**src/rtl/imem_loader.sv**
```systemverilog
// Instruction memory loader: receives a framed byte image from a host link,
// assembles little-endian 32-bit words, writes them into instruction RAM and
// holds the CPU in reset until the whole image has passed its checksum.
module imem_loader #(
  parameter int unsigned DEPTH  = 32,
  parameter int unsigned ADDR_W = 5
) (
  input  logic              clk,
  input  logic              reset,
  input  logic              start,
  input  logic              in_valid,
  input  logic [7:0]        in_data,
  output logic              in_ready,
  output logic              we,
  output logic [ADDR_W-1:0] waddr,
  output logic [31:0]       wdata,
  output logic              cpu_reset,
  output logic              done,
  output logic              error
);

  localparam logic [7:0] DEPTH_B = 8'(DEPTH);

  typedef enum logic [2:0] {
    S_IDLE,
    S_HDR,
    S_DATA,
    S_CSUM,
    S_DONE,
    S_ERR
  } state_t;

  state_t      state;
  logic [7:0]  n_words;
  logic [7:0]  word_idx;
  logic [1:0]  byte_idx;
  logic [7:0]  csum;
  logic [23:0] word_buf;

  // Status outputs decoded straight from the state register.
  assign in_ready  = (state == S_HDR) || (state == S_DATA) || (state == S_CSUM);
  assign done      = (state == S_DONE);
  assign error     = (state == S_ERR);
  assign cpu_reset = (state != S_DONE);

  // Frame parser, word assembly and registered RAM write port.
  always_ff @(posedge clk) begin
    if (reset) begin
      state    <= S_IDLE;
      n_words  <= 8'd0;
      word_idx <= 8'd0;
      byte_idx <= 2'd0;
      csum     <= 8'd0;
      word_buf <= 24'd0;
      we       <= 1'b0;
      waddr    <= '0;
      wdata    <= 32'd0;
    end else begin
      we <= 1'b0;
      case (state)
        S_IDLE: begin
          if (start) state <= S_HDR;
        end
        S_HDR: begin
          if (in_valid) begin
            n_words  <= in_data;
            word_idx <= 8'd0;
            byte_idx <= 2'd0;
            csum     <= 8'd0;
            if (in_data == 8'd0)         state <= S_CSUM;
            else if (in_data > DEPTH_B)  state <= S_ERR;
            else                         state <= S_DATA;
          end
        end
        S_DATA: begin
          if (in_valid) begin
            csum <= csum ^ in_data;
            if (byte_idx == 2'd3) begin
              // Fourth byte completes the word; write it on the next cycle.
              we       <= 1'b1;
              waddr    <= ADDR_W'(word_idx);
              wdata    <= {in_data, word_buf};
              byte_idx <= 2'd0;
              word_idx <= word_idx + 8'd1;
              if (word_idx == n_words - 8'd1) state <= S_CSUM;
            end else begin
              word_buf[{byte_idx, 3'b000} +: 8] <= in_data;
              byte_idx <= byte_idx + 2'd1;
            end
          end
        end
        S_CSUM: begin
          if (in_valid) state <= (in_data == csum) ? S_DONE : S_ERR;
        end
        S_DONE: begin
          if (start) state <= S_HDR;
        end
        S_ERR: begin
          if (start) state <= S_HDR;
        end
        default: state <= S_IDLE;
      endcase
    end
  end

endmodule

```
**config.mk**
```make
export PLATFORM = sky130hd
export DESIGN_NAME = imem_loader
export DESIGN_NICKNAME = d
export VERILOG_FILES = /design/src/rtl/imem_loader.sv
export SDC_FILE = /design/constraint.sdc
export NUM_CORES = 1
export LEC_CHECK = 0
export ABC_AREA = 1
export CORE_ASPECT_RATIO = 0.9
export CORE_MARGIN = 2
export CORE_UTILIZATION = 25
export CTS_CLUSTER_DIAMETER = 120
export DETAILED_ROUTE_END_ITERATION = 8
export MAX_ROUTING_LAYER = met4
export PLACE_DENSITY = 0.44
export SLEW_MARGIN = 20
export SYNTH_ARGS = -nofsm -noshare
export SYNTH_HDL_FRONTEND = slang
export SYNTH_SLANG_ARGS = --single-unit
export TNS_END_PERCENT = 20
```
**constraint.sdc**
```tcl
create_clock -name clk -period 2.28 [get_ports clk]
set_input_delay 0.228 -clock clk [delete_from_list [all_inputs] [get_ports clk]]
set_output_delay 0.228 -clock clk [all_outputs]
set_load 0.02 [all_outputs]
```
### Word-level counts from Yosys, hierarchy flattened

Index checks and enable logic that the tools add are counted.

* word-level logic and storage cells: 70
* bits of input ports: 12
* output and inout bits: 42
* register bits: 91

* mux-type cells: 22
* reductions and logical operators: 13
* eq/ne operators: 15
* $lt $le $gt $ge: 1
* bitwise gates (word level): 4
* $add $sub $neg: 4
* shift-type cells: 2

Operator list (count)
* $mux W8: 4
* $pmux W8 S2: 2
* $bwmux W24: 1
* $mux W3: 8
* $shift A8 B7 Y24 const A: 1
* $shiftx A8 B7 Y24: 1
* $eq A8 B8 Y1: 2
* $pmux W3 S4: 1
* $reduce_and A3 Y1: 3
* $add A8 B1 Y8 const B: 1
* $gt A8 B6 Y1 const B: 1
* $logic_not A8 Y1: 1
* $sub A8 B1 Y8 const B: 1
* $xor A8 B8 Y8: 1
* $neg A5 Y7: 1
* $eq A3 B2 Y1 const B: 2
* $eq A3 B3 Y1 const B: 2
* $mux W2: 3
* $ne A2 B1 Y1 const B: 3
* $ne A2 B2 Y1 const B: 3
* $reduce_and A6 Y1: 1
* $reduce_or A3 Y1: 2
* $pmux W2 S2: 1
* $reduce_and A4 Y1: 1
* 10 further kinds: 14

### Depth between registers and ports, before layout

* depth after elaboration: 6
* gate-level depth with buffers: 13
* gate-level depth less buffers: 13

### Worst setup path after synthesis

OpenSTA, ideal clock, no wires.

* path kind: register to register
* from: register byte_idx[0]
* to: register word_buf[15]
* data arrival time: 1563 ps
* required time: 2199 ps
* setup slack: 636 ps
* library setup time: 81 ps
* cell stages (with the launch flop): 7
* path buffers: 2
* path through: dfxtp_1 -> inv_1 -> ha_1 -> clkbuf_1 -> clkbuf_1 -> a31oi_1 -> a211oi_2

* longest elaborated chain between the ends: 3

Ends and longest elaborated chain
* start, declared: line 36 `logic [1:0] byte_idx;`
* start signal, assigned: line 88 `byte_idx <= byte_idx + 2'd1;`
* $neg A5 Y7 or $eq A2 B2 Y1 (tied branches): line 87, 78
* $shiftx A8 B7 Y24 (tied with other cells): line 87 `word_buf[{byte_idx, 3'b000} +: 8] <= in_data;`
* $bwmux W24 or $reduce_and A3 Y1 (tied branches)
* end signal, assigned by index: line 87
* end, declared: line 38 `logic [23:0] word_buf;`

Several ways; a longest one is shown, not always the timed one.
A chain may end at the register's enable or synchronous reset.

### Final worst setup path

* from: register state[1]
* to: output cpu_reset

* longest elaborated chain between the ends: 1

Ends and longest elaborated chain
* start, declared: line 33 `state_t state;`
* start signal, assigned: line 93 `if (in_valid) state <= (in_data == csum) ? S_DONE : S_ERR;`
* $ne A3 B3 Y1: line 44 `assign cpu_reset = (state != S_DONE);`
* end, declared: line 17 `output logic cpu_reset,`

Every way passes these cells.

==> results by stage <==
Run status:
- The flow ran to the end, but the final reports show violations.
- The final reports fail on DRC.

Critical path:
- The worst endpoint required time is ~2.1 ns.
- STA classifies the critical path endpoint as an output pin.
- The worst register-to-register path begins at n_words[0].
- The signal on the critical path passes through inv_1, nand2_1, nor2_1, inv_1, clkdlybuf4s50_1.
- For the worst setup path, the data arrival time is approximately 1.7 ns.
- The cell class contributing the biggest share of worst-path delay is buffers and inverters.
- The largest fanout on the critical path is 6.
- The critical path startpoint category is a flip-flop.
- The path depth of the worst reg2reg path is 11.
- For this design, the slowest cell found on the critical path is sky130_fd_sc_hd__clkdlybuf4s50_1.
- In this design, the stage delay of the slowest critical-path cell is 0.59 ns.
- The setup slack of the worst register-to-register path is 0.42 ns.
- The kind of critical path is reg2out.
- The cell repeated most along the worst path is sky130_fd_sc_hd__inv_1.
- In this run the critical register-to-register path is captured at state[2].
- The buffering stage count on the worst path with inverters included is 3.

Power and ir drop:
- The total power divided by cell area is ~860 nW/µm².
- The total power is between 4 and 5 mW.
- IR analysis of the VDD net gives a maximum drop of between 0.0004 and 0.0005 V.
- Summed over all cells, the static leakage comes to approximately 1.9 nW.

STA:
- In the final timing run, aggregate negative setup slack is 0 ns.
- Between clock sinks in the finished design, the worst skew comes to between 0.006 and 0.007 ns.
- The transition time at the pin with the least slew margin is 0.884 ns.
- The count of pins over their slew limit is 0.
- The final hold violation count is 0.
- Once routing completed, OpenROAD measured the worst setup slack at 0.311 ns.
- Of the available clock period, the critical path in the final layout requires 0.864.
- Headroom to the max-slew limit came out at 0.411.
- The smallest clock period supported by the final layout is computed as 1.97 ns.
- The tightest hold path in the finished design has a slack of slightly below 0.4 ns.
- For this run, the top clock speed supported by timing is 508 MHz.
- Setup repair after global routing left no endpoint under its margin.
- Setup violations remaining at the end of the flow were counted as 0.

Clock tree:
- Clock tree synthesis inserted a total of 9 buffers.
- Clock latency on the worst-skew pair, taken at its later pin, is between 0.3 and 0.4 ns.
- The count of clock tree sinks is between 90 and 100.
- The number of buffers added for setup after CTS is 0.
- The clock slew seen by the registers of the worst setup and hold paths is approximately 0.070 ns.
- The number of hold buffers added after CTS was 0.
- TritonCTS built the clock tree.
- In this run the number of H-tree levels came out at 3.
- The number of gates resized after CTS was 0.
- The tree is rooted in a sky130_fd_sc_hd__clkbuf_16.
- The deepest clock path buffer count is 2.

Synthesis:
- The proportion of synthesized chip area in sequential cells is 0.437.
- Summed over all instances, the cell type with the most area after synthesis is sky130_fd_sc_hd__dfxtp_1.
- The top-area cell type share of the netlist area is 0.437.
- The most used standard cell by instance count after synthesis is sky130_fd_sc_hd__nand2_1.
- For this run, the leading register cell type out of synthesis is sky130_fd_sc_hd__dfxtp_1.
- The commonest cells after synthesis are sky130_fd_sc_hd__nand2_1, sky130_fd_sc_hd__dfxtp_1, sky130_fd_sc_hd__a21oi_1.
- Counting flops with an async set or reset pin after synthesis yields a share of 0.
- Summing every instance area after synthesis gives around 4200 µm².
- In the post-synthesis netlist, the biggest area contributors are sky130_fd_sc_hd__dfxtp_1, sky130_fd_sc_hd__nand2_1, sky130_fd_sc_hd__a21oi_1.
- Synthesis instantiated 28 different standard cells from the library.
- The Yosys step of the flow raised 0 warnings.
- Counting flops and latches in the post-synthesis netlist gives 91.
- Yosys mapped a number of flops with a built-in enable equal to 0.
- The synthesized netlist cell count is about 550.
- Each instance of the synthesized netlist takes up on average around 7.7 µm².
- The synthesized netlist net count is 564.

Die:
- The width of the die is between 100 and 150 µm.
- The initial core utilization is 0.257.
- In this run the count of I/O pins placed on the die edge is 54.
- The die outline height is 127 µm.
- The die covers around 18000 µm².
- In this run the core area contains between 40 and 50 standard-cell rows.
- The floorplan step defined a core boundary enclosing between 15000 and 20000 µm².

Drt:
- The total number of vias is about 3700.
- Dividing the detail-routed via count by the number of cells gives approximately 4.6.
- For this run, design rule violations remaining after detail routing come to 4.
- The average wire per standard cell is 14.8 µm.
- The pre-antenna-repair detailed-routing pass consisted of 6 iterations.
- Summed over all layers, the routed wires come to around 12000 µm.
- The first routing iteration left 194 violations.
- The count of nets left with antenna violations once routing finished came out at 0.

GRT:
- The aggregate global-route resource usage is 0.140.
- The number of global-route vias before repair is between 3000 and 4000.
- Entering global routing, the biggest net connects 74 pins.
- The number of antenna violations at the first check in global routing is 0.
- The first global-routing pass estimated ~19000 µm of wire.
- The sum of overflow across all layers after global routing is 0.

Cells and area:
- At the end of the flow, the number of nets in the layout was a little over 600.
- In the final layout, the share of cells above drive strength 1 is 0.106.
- The total inserted antenna cells is 0.
- Compared with the post-synthesis result, the final layout area differs by 25.3%.
- The utilization after layout is 0.322.

Run:
- Across the run, the number of max-cap violations was 0.

Placement:
- The count of buffers added on input and output ports is 53.
- The routability congestion estimate from global placement is ~0.80.
- Summed over all nets, the half-perimeter wirelength after detailed placement is just over 8000 µm.
- Prior to clock tree synthesis, the placed netlist has a worst setup slack of 0.176 ns.

Min path:
- Counting instances, the worst hold path has a depth of 4.
- The path with the worst hold slack has its endpoint at state[2].
- The tightest min-delay check is of the in2reg type.
- The origin of the worst min-delay path is reset.
==> worst max-delay path by stage <==
stage / endpoint / startpoint / depth (start not counted)
final: cpu_reset / state[1] / 5
after detailed placement: word_buf[17] / in_valid / 8
after CTS: cpu_reset / state[1] / 5
after global placement: word_buf[11] / in_valid / 8
after floorplan: word_buf[15] / byte_idx[0] / 6
after global routing: done / state[1] / 4
==> placed cells by master, fill, tap and decap left out <==
| cell | Yosys | layout |
|---|---|---|
| sky130_fd_sc_hd__o21ai_0 | 13 | 13 |
| sky130_fd_sc_hd__a211oi_2 | 16 | 16 |
| sky130_fd_sc_hd__a31oi_1 | 18 | 18 |
| sky130_fd_sc_hd__o211a_1 | 1 | 1 |
| sky130_fd_sc_hd__nor2_8 | 2 | 2 |
| sky130_fd_sc_hd__buf_4 | 0 | 15 |
| sky130_fd_sc_hd__xnor2_1 | 4 | 4 |
| sky130_fd_sc_hd__clkbuf_1 | 23 | 1 |
| sky130_fd_sc_hd__nand2_2 | 4 | 4 |
| sky130_fd_sc_hd__buf_2 | 6 | 1 |
| sky130_fd_sc_hd__nand3_4 | 1 | 1 |
| sky130_fd_sc_hd__nor3b_2 | 2 | 2 |
| sky130_fd_sc_hd__nand2_4 | 2 | 2 |
| sky130_fd_sc_hd__nand2_1 | 113 | 113 |
| sky130_fd_sc_hd__or2_2 | 3 | 3 |
| sky130_fd_sc_hd__xor2_1 | 8 | 8 |
| sky130_fd_sc_hd__nor3_1 | 10 | 10 |
| sky130_fd_sc_hd__bufinv_16 | 0 | 2 |
| sky130_fd_sc_hd__a21oi_1 | 71 | 71 |
| sky130_fd_sc_hd__nand3b_1 | 1 | 1 |
| sky130_fd_sc_hd__nand3_1 | 54 | 54 |
| sky130_fd_sc_hd__inv_2 | 3 | 3 |
| sky130_fd_sc_hd__clkdlybuf4s50_1 | 0 | 52 |
| sky130_fd_sc_hd__clkbuf_16 | 0 | 9 |
| sky130_fd_sc_hd__dfxtp_1 | 91 | 91 |
| sky130_fd_sc_hd__inv_1 | 41 | 41 |
| sky130_fd_sc_hd__o21ai_1 | 3 | 3 |
| sky130_fd_sc_hd__inv_6 | 0 | 1 |
| sky130_fd_sc_hd__nor2_1 | 32 | 32 |
| sky130_fd_sc_hd__nand4_1 | 9 | 9 |
| sky130_fd_sc_hd__clkinv_4 | 0 | 2 |
| sky130_fd_sc_hd__ha_1 | 7 | 7 |
==> power breakdown <==
| group | switching [mW] | internal, mW |
|---|---|---|
| Sequential | 0.0808 | 1.68 |
| Combinational | 0.725 | 0.366 |
| Clock | 0.656 | 0.964 |
==> through the flow <==
stage / instances / area, µm²
floorplan: 545 / 4170
global placement: 784 / 4910
detailed placement: 784 / 4910
CTS: 799 / 5230
global route: 799 / 5230
finish: 799 / 5230
==> worst reg2reg max path: stages (launching register included) <==
cell and delay (ns):
sky130_fd_sc_hd__dfxtp_1 0.32, sky130_fd_sc_hd__inv_1 0.20, sky130_fd_sc_hd__ha_1 0.25, sky130_fd_sc_hd__nand3_1 0.14, sky130_fd_sc_hd__o21ai_0 0.22, sky130_fd_sc_hd__nand2_1 0.08
sky130_fd_sc_hd__nand2_1 0.06, sky130_fd_sc_hd__nand2_1 0.06, sky130_fd_sc_hd__nor2_1 0.10, sky130_fd_sc_hd__nand2_1 0.12, sky130_fd_sc_hd__a21oi_1 0.16, sky130_fd_sc_hd__nor2_1 0.06
==> per-layer routing <==
layer / vias to the layer above / part of all wire / track usage
met5: - / 0 / -
li1: 1904 / - / -
met3: 8 / 0.050 / 0.0370
met1: 1725 / 0.51 / 0.196
met4: 0 / 0.0085 / 0.0303
met2: 76 / 0.43 / 0.204
==> cells by family (layout without fill, tap and decap cells) <==
group / count (synthesis) / count (layout) / share of synthesized area
and+or+nand+nor: 233 / 233 / 0.258
AOI/OAI and AO/OA: 122 / 122 / 0.182
DFF: 91 / 91 / 0.437
buffers and inverters: 80 / 127 / 0.0774
xor gates and xnor gates: 12 / 12 / 0.0252
adders and majority gates: 7 / 7 / 0.0210
==> flip-flops by register name (all words and copies together), names as in the netlist <==
signal and flops:
byte_idx 2, csum 8, n_words 8, state 3, waddr 5, wdata 32, we 1, word_buf 24
word_idx 8
==> final cells by class <==
type | count | area [µm²]
multi-input cells | 374 | 2030
inverters | 44 | 165
clock inverters | 5 | 86.3
repair buffers | 68 | 638
well taps | 207 | 259
clock buffers | 10 | 229
fillers | 1697 | 11000
flip-flops and latches | 91 | 1820
Note: power is estimated with default switching activity, not from simulation.
